<file path="config.mk">
export PLATFORM = sky130hd
export DESIGN_NAME = adder_seq_ctrl
export DESIGN_NICKNAME = d
export VERILOG_FILES = /design/src/rtl/adder_seq_ctrl.sv
export SDC_FILE = /design/constraint.sdc
export NUM_CORES = 1
export LEC_CHECK = 0
export CAP_MARGIN = 20
export CORE_MARGIN = 5
export CORE_UTILIZATION = 56
export DETAILED_ROUTE_END_ITERATION = 8
export HOLD_SLACK_MARGIN = 0.02
export PLACE_DENSITY = 0.86
export REMOVE_ABC_BUFFERS = 1
export SLEW_MARGIN = 20
export SYNTH_ARGS = -nofsm -noshare
export SYNTH_HDL_FRONTEND = slang
export SYNTH_SLANG_ARGS = --single-unit
</file>
<file path="constraint.sdc">
create_clock -name clk -period 2.9 [get_ports clk]
set_clock_uncertainty 0.15 [all_clocks]
set_input_delay 0.435 -clock clk [delete_from_list [all_inputs] [get_ports clk]]
set_output_delay 0.435 -clock clk [all_outputs]
set_load 0.1 [all_outputs]
</file>
<file path="src/rtl/adder_seq_ctrl.sv">
// Sequencer and display controller for the 7-bit adder lab: one button steps A -> B -> SHOW.
// Optional macro BTN_DEBOUNCE_EN enables the button debouncer; without it every synchronized rising edge is a press.
module adder_seq_ctrl #(
    parameter int WIDTH           = 7,
    parameter int DEBOUNCE_CYCLES = 1000000,
    parameter int REFRESH_CYCLES  = 100000
) (
    input  logic             clk,
    input  logic             rst_n,
    input  logic [WIDTH-1:0] sw,
    input  logic             btn,
    output logic [WIDTH-1:0] S,
    output logic [3:0]       an,
    output logic [7:0]       seg,
    output logic [1:0]       phase
);

    typedef enum logic [1:0] {
        LOAD_A = 2'd0,
        LOAD_B = 2'd1,
        SHOW   = 2'd2,
        BAD    = 2'd3
    } state_t;

    localparam int RW = (REFRESH_CYCLES > 1) ? $clog2(REFRESH_CYCLES) : 1;

    localparam logic [6:0] SEG_BLANK = 7'b1111111;
    localparam logic [6:0] SEG_A     = 7'b0001000;
    localparam logic [6:0] SEG_B     = 7'b0000011;
    localparam logic [6:0] SEG_S     = 7'b0010010;

    state_t           state;
    logic [WIDTH-1:0] a_reg;
    logic [WIDTH-1:0] b_reg;
    logic [WIDTH:0]   sum_reg;

    logic             sync1;
    logic             sync2;
    logic [1:0]       sync_fill;
    logic             armed;
    logic             level_d;
    logic             btn_level;
    logic             press;

    logic [RW-1:0]    refresh_cnt;
    logic [1:0]       digit_idx;
    logic [7:0]       disp_val;
    logic [6:0]       seg7;
    logic             dp_n;

    // armed stays low until the synchronizer has seen the button released,
    // so a button held through reset cannot generate a press.
    always_ff @(posedge clk) begin
        if (!rst_n) begin
            sync1     <= 1'b0;
            sync2     <= 1'b0;
            sync_fill <= 2'd0;
            armed     <= 1'b0;
            level_d   <= 1'b0;
        end else begin
            sync1   <= btn;
            sync2   <= sync1;
            level_d <= btn_level;
            if (sync_fill != 2'd2)
                sync_fill <= sync_fill + 2'd1;
            if (sync_fill == 2'd2 && !sync2)
                armed <= 1'b1;
        end
    end

`ifdef BTN_DEBOUNCE_EN
    localparam int DW = $clog2(DEBOUNCE_CYCLES + 1);

    logic [DW-1:0] db_cnt;
    logic          db_level;

    always_ff @(posedge clk) begin
        if (!rst_n) begin
            db_cnt   <= '0;
            db_level <= 1'b0;
        end else if (sync2 != db_level) begin
            if (db_cnt == DW'(DEBOUNCE_CYCLES - 1)) begin
                db_level <= sync2;
                db_cnt   <= '0;
            end else begin
                db_cnt <= db_cnt + 1'b1;
            end
        end else begin
            db_cnt <= '0;
        end
    end

    assign btn_level = db_level;
`else
    logic unused_db_cycles;
    assign unused_db_cycles = (DEBOUNCE_CYCLES > 0);
    assign btn_level = sync2;
`endif

    // press is a one-cycle strobe on the rising edge of the (debounced) level.
    assign press = btn_level & ~level_d & armed;

    always_ff @(posedge clk) begin
        if (!rst_n) begin
            state   <= LOAD_A;
            a_reg   <= '0;
            b_reg   <= '0;
            sum_reg <= '0;
        end else begin
            case (state)
                LOAD_A: begin
                    if (press) begin
                        a_reg <= sw;
                        state <= LOAD_B;
                    end
                end
                LOAD_B: begin
                    if (press) begin
                        b_reg   <= sw;
                        sum_reg <= {1'b0, a_reg} + {1'b0, sw};
                        state   <= SHOW;
                    end
                end
                SHOW: begin
                    if (press)
                        state <= LOAD_A;
                end
                default: state <= LOAD_A;
            endcase
        end
    end

    // b_reg is kept as a probe point for the operand latched in LOAD_B.
    logic unused_b_reg;
    assign unused_b_reg = ^b_reg;

    assign phase = state;

    always_comb begin
        S = sw;
        if (state == SHOW)
            S = sum_reg[WIDTH-1:0];
    end

    always_ff @(posedge clk) begin
        if (!rst_n) begin
            refresh_cnt <= '0;
            digit_idx   <= 2'd0;
        end else if (refresh_cnt == RW'(REFRESH_CYCLES - 1)) begin
            refresh_cnt <= '0;
            digit_idx   <= digit_idx + 2'd1;
        end else begin
            refresh_cnt <= refresh_cnt + 1'b1;
        end
    end

    function automatic logic [6:0] hex7(input logic [3:0] v);
        case (v)
            4'h0: hex7 = 7'b1000000;
            4'h1: hex7 = 7'b1111001;
            4'h2: hex7 = 7'b0100100;
            4'h3: hex7 = 7'b0110000;
            4'h4: hex7 = 7'b0011001;
            4'h5: hex7 = 7'b0010010;
            4'h6: hex7 = 7'b0000010;
            4'h7: hex7 = 7'b1111000;
            4'h8: hex7 = 7'b0000000;
            4'h9: hex7 = 7'b0010000;
            4'hA: hex7 = 7'b0001000;
            4'hB: hex7 = 7'b0000011;
            4'hC: hex7 = 7'b1000110;
            4'hD: hex7 = 7'b0100001;
            4'hE: hex7 = 7'b0000110;
            default: hex7 = 7'b0001110;
        endcase
    endfunction

    // Anodes and cathodes both decode from the registered index, so they switch together.
    always_comb begin
        disp_val = 8'({1'b0, sw});
        if (state == SHOW)
            disp_val = 8'(sum_reg);
        an   = ~(4'b0001 << digit_idx);
        seg7 = SEG_BLANK;
        case (digit_idx)
            2'd0: seg7 = hex7(disp_val[3:0]);
            2'd1: seg7 = hex7(disp_val[7:4]);
            2'd2: seg7 = SEG_BLANK;
            default: begin
                case (state)
                    LOAD_A:  seg7 = SEG_A;
                    LOAD_B:  seg7 = SEG_B;
                    SHOW:    seg7 = SEG_S;
                    default: seg7 = SEG_BLANK;
                endcase
            end
        endcase
        dp_n = !(digit_idx == 2'd0 && state == SHOW && sum_reg[WIDTH]);
        seg  = {dp_n, seg7};
    end

endmodule
</file>
==> results.cfg <==
[run_status]
outcome = finished, violations left
violations = negative setup slack

[global_routing]
grt_pass1_wl_um = 10570
grt_pass1_vias = 2333
overflow = 0
antenna_found_initial = 0
grt_max_degree = 18
grt_use_total_pct = 21.11

[layout]
final_cell_mix = nand2_1, dfxtp_1, buf_4
largest_reg_flops = 17
layout_commonest_cell = nand2_1
layout.nets = 420
syn_to_final_growth_pct = 34.61
drive_gt1_share_pct = 24.55
n_antenna_cell = 0
design_area_mm2 = 0.003655

[critical_path]
max_stage_delay_ps = 370
r2r-start = refresh_cnt[0]
required_ps = 2320
cp.arrival_ps = 2460
cp-end-kind = output port
worst_setup_path_start_kind = register
r2r_slack_ps = 480
reg2reg_to = refresh_cnt[6]
crit_start = phase[0]
path_max_fanout = 3
critical_path_class = reg -> out
worstSetupEndpoint = seg[1]
cp_slowest_cell = or3_4
rr_worst_depth = 6
path_cells = inv_2, buf_6, ha_4, mux2i_2, inv_1, or3_4, a21oi_2, o21ai_1, a22oi_2, buf_12

[synth]
synth-main-ff-cell = dfxtp_1
synth_mux_area_share_pct = 4.009
synth-simple-area-share_pct = 25.21
ys_ff_latch = 42
ys_seq_area_share_pct = 30.97
synth_top_family_by_area = simple AND/OR/NAND/NOR gates
synthAdderAreaFrac_pct = 11.71
synth_compound_area_share_pct = 15.85
synth_warnings = 0
async_flop_share_pct = 0
netlist_area_mm2 = 0.002715
syn_inst = 332
ys_types = 54
synth-xor-area-share_pct = 6.774
synth-edff-count = 0
syn_area_per_cell_um2 = 8.178

[drt]
ant_nets = 0
routed_wl_um = 7080
vias = 2567
drcViolationCount = 0
viasPerCell = 5.654
drt_iter0_markers = 143
drt_pass1_iterations = 4
wire_per_inst_um = 15.59

[sta]
worst_slew_pin_slew_ps = 636.7
layout_setup_ws_ps = -144.0
hold_viol_final = 0
rsz0062_at_grt = true
min_period_over_period_pct = 105.0
max-slew-margin-rel_pct = 57.55
fmax_mhz = 328.5
fin_crit_ps = 3044
maxSlewViolCount = 0
setup_viol = 6

[power_and_ir_drop]
power_frac_comb_pct = 31.8
p_leak_nw = 1.489
intPower_mw = 1.065
p_per_area_mw_per_mm2 = 430.9
vdd_ir_drop_max_mv = 0.5289
seqPwrFrac_pct = 39.1
swShare_pct = 32.35
power.switching_mw = 0.5095
clockPowerShare_pct = 29.1

[clock_tree]
tritoncts.num_buffers = 5
ctsHoldBuffers = 0
cts_root_buf = clkbuf_8
clkSlewWorstSetupHoldPaths_ps = 80
clock_sinks = 42
cts_tree = built
clock_path_buffers = 2
htreeDepth = 2
insertion_delay_ps = 300

[floorplanning]
die_w_um = 79.63
die-area_mm2 = 0.006341
initial_utilization_pct = 57.48
ios = 31
die_y_um = 79.63
rows = 25
core_area_mm2 = 0.004723

[place]
placed_cell_area_mm2 = 0.003298
port_buffers = 30
post-dp-hpwl_um = 4526
routabilityCongestion = 0.9511
dp_slack_ps = -31.86

[min_path]
hold_class = reg -> reg

[run]
drv_cap = 0
-- through the flow --
stage                     instances  power, mW  utilization, %  TNS (ps)  hold slack [ps]
final                           454      1.575           77.38    -304.7            300.4
after global routing            454      1.631           77.38     -1092            331.9
after CTS                       447      1.545           74.36    -4.736            302.0
after detailed placement        436      1.080           69.83    -82.78            283.6
after global placement          436      1.067           69.83    -3.138            263.3
after floorplan                 318     0.9107               -    -17010            261.8
-- worst min-delay path by stage --
stage / from / to / slack [ps] / cells past startpoint
2_1_floorplan: sync1 / btn_level / 260 / 1
3_3_place_gp: sync1 / btn_level / 260 / 1
3_5_place_dp: sync1 / btn_level / 280 / 1
4_1_cts: sync1 / btn_level / 300 / 1
5_1_grt: sync1 / btn_level / 330 / 1
6_report: sync1 / btn_level / 300 / 1
-- power groups by stage --
stage	logic [mW]	registers, mW	clock network (mW)
after floorplan	0.277	0.634	0
after global placement	0.440	0.626	0
after detailed placement	0.451	0.629	0
after CTS	0.467	0.616	0.462
after global routing	0.528	0.619	0.484
final	0.501	0.616	0.458
-- cells in the mapped netlist, drive strengths merged (4+ instances only) --
cell | n | share of area, %
inv | 18 | 2.5
nand2 | 46 | 6.4
xnor2 | 9 | 2.9
nor3 | 7 | 1.5
nor2 | 30 | 4.1
nand4 | 4 | 0.92
buf | 7 | 2.0
o21ai | 18 | 3.3
mux2i | 6 | 2.5
a21boi | 9 | 2.5
a21oi | 11 | 2.0
xor2 | 12 | 3.9
ha | 23 | 11
nor2b | 4 | 0.92
dfxtp | 42 | 31
nand3 | 15 | 2.8
a31oi | 8 | 1.8
and2 | 12 | 2.8
clkbuf | 7 | 0.97
-- final cells by class --
cell class	count	area, um^2
multi-input cells	258	1861
fillers	303	1069
flip-flops and latches	42	843.3
repair buffers	61	689.4
well taps	67	83.83
clock buffers	6	72.57
inverters	18	67.56
clock inverters	2	37.54
-- critical path: cells and delay by family, from the launching register on --
kind | cells | cell delay (ps)
DFF | 1 | 330
muxes | 1 | 250
buffers and inverters | 4 | 510
and+or+nand+nor | 1 | 370
adders and majority gates | 1 | 150
AOI/OAI and AO/OA | 3 | 530
-- kinds of logic after synthesis --
family / after synthesis
flip-flops: 42
XOR/XNOR: 21
buffers and inverters: 32
multiplexers: 9
AND/OR/NAND/NOR: 137
AO/OA/AOI/OAI: 66
adder cells (fa/ha/maj): 25
-- per-layer routing --
layer  wire length [um]  vias to the layer above  track usage, %
met5                  0                        -               0
met4                246                        0           8.591
met3                419                       25           3.950
met2               3358                       95           36.64
met1               3055                     1191           25.44
li1                   -                     1256               -
-- what timing repair did --
item | in CTS | in global routing
gates resized for setup | 19 | 24
pin swaps | 9 | 15
setup buffers | 3 | 7
endpoints found under the setup margin | 7 | 7
hold endpoints to repair | 0 | 0
Power figures use the tool's default switching activity.
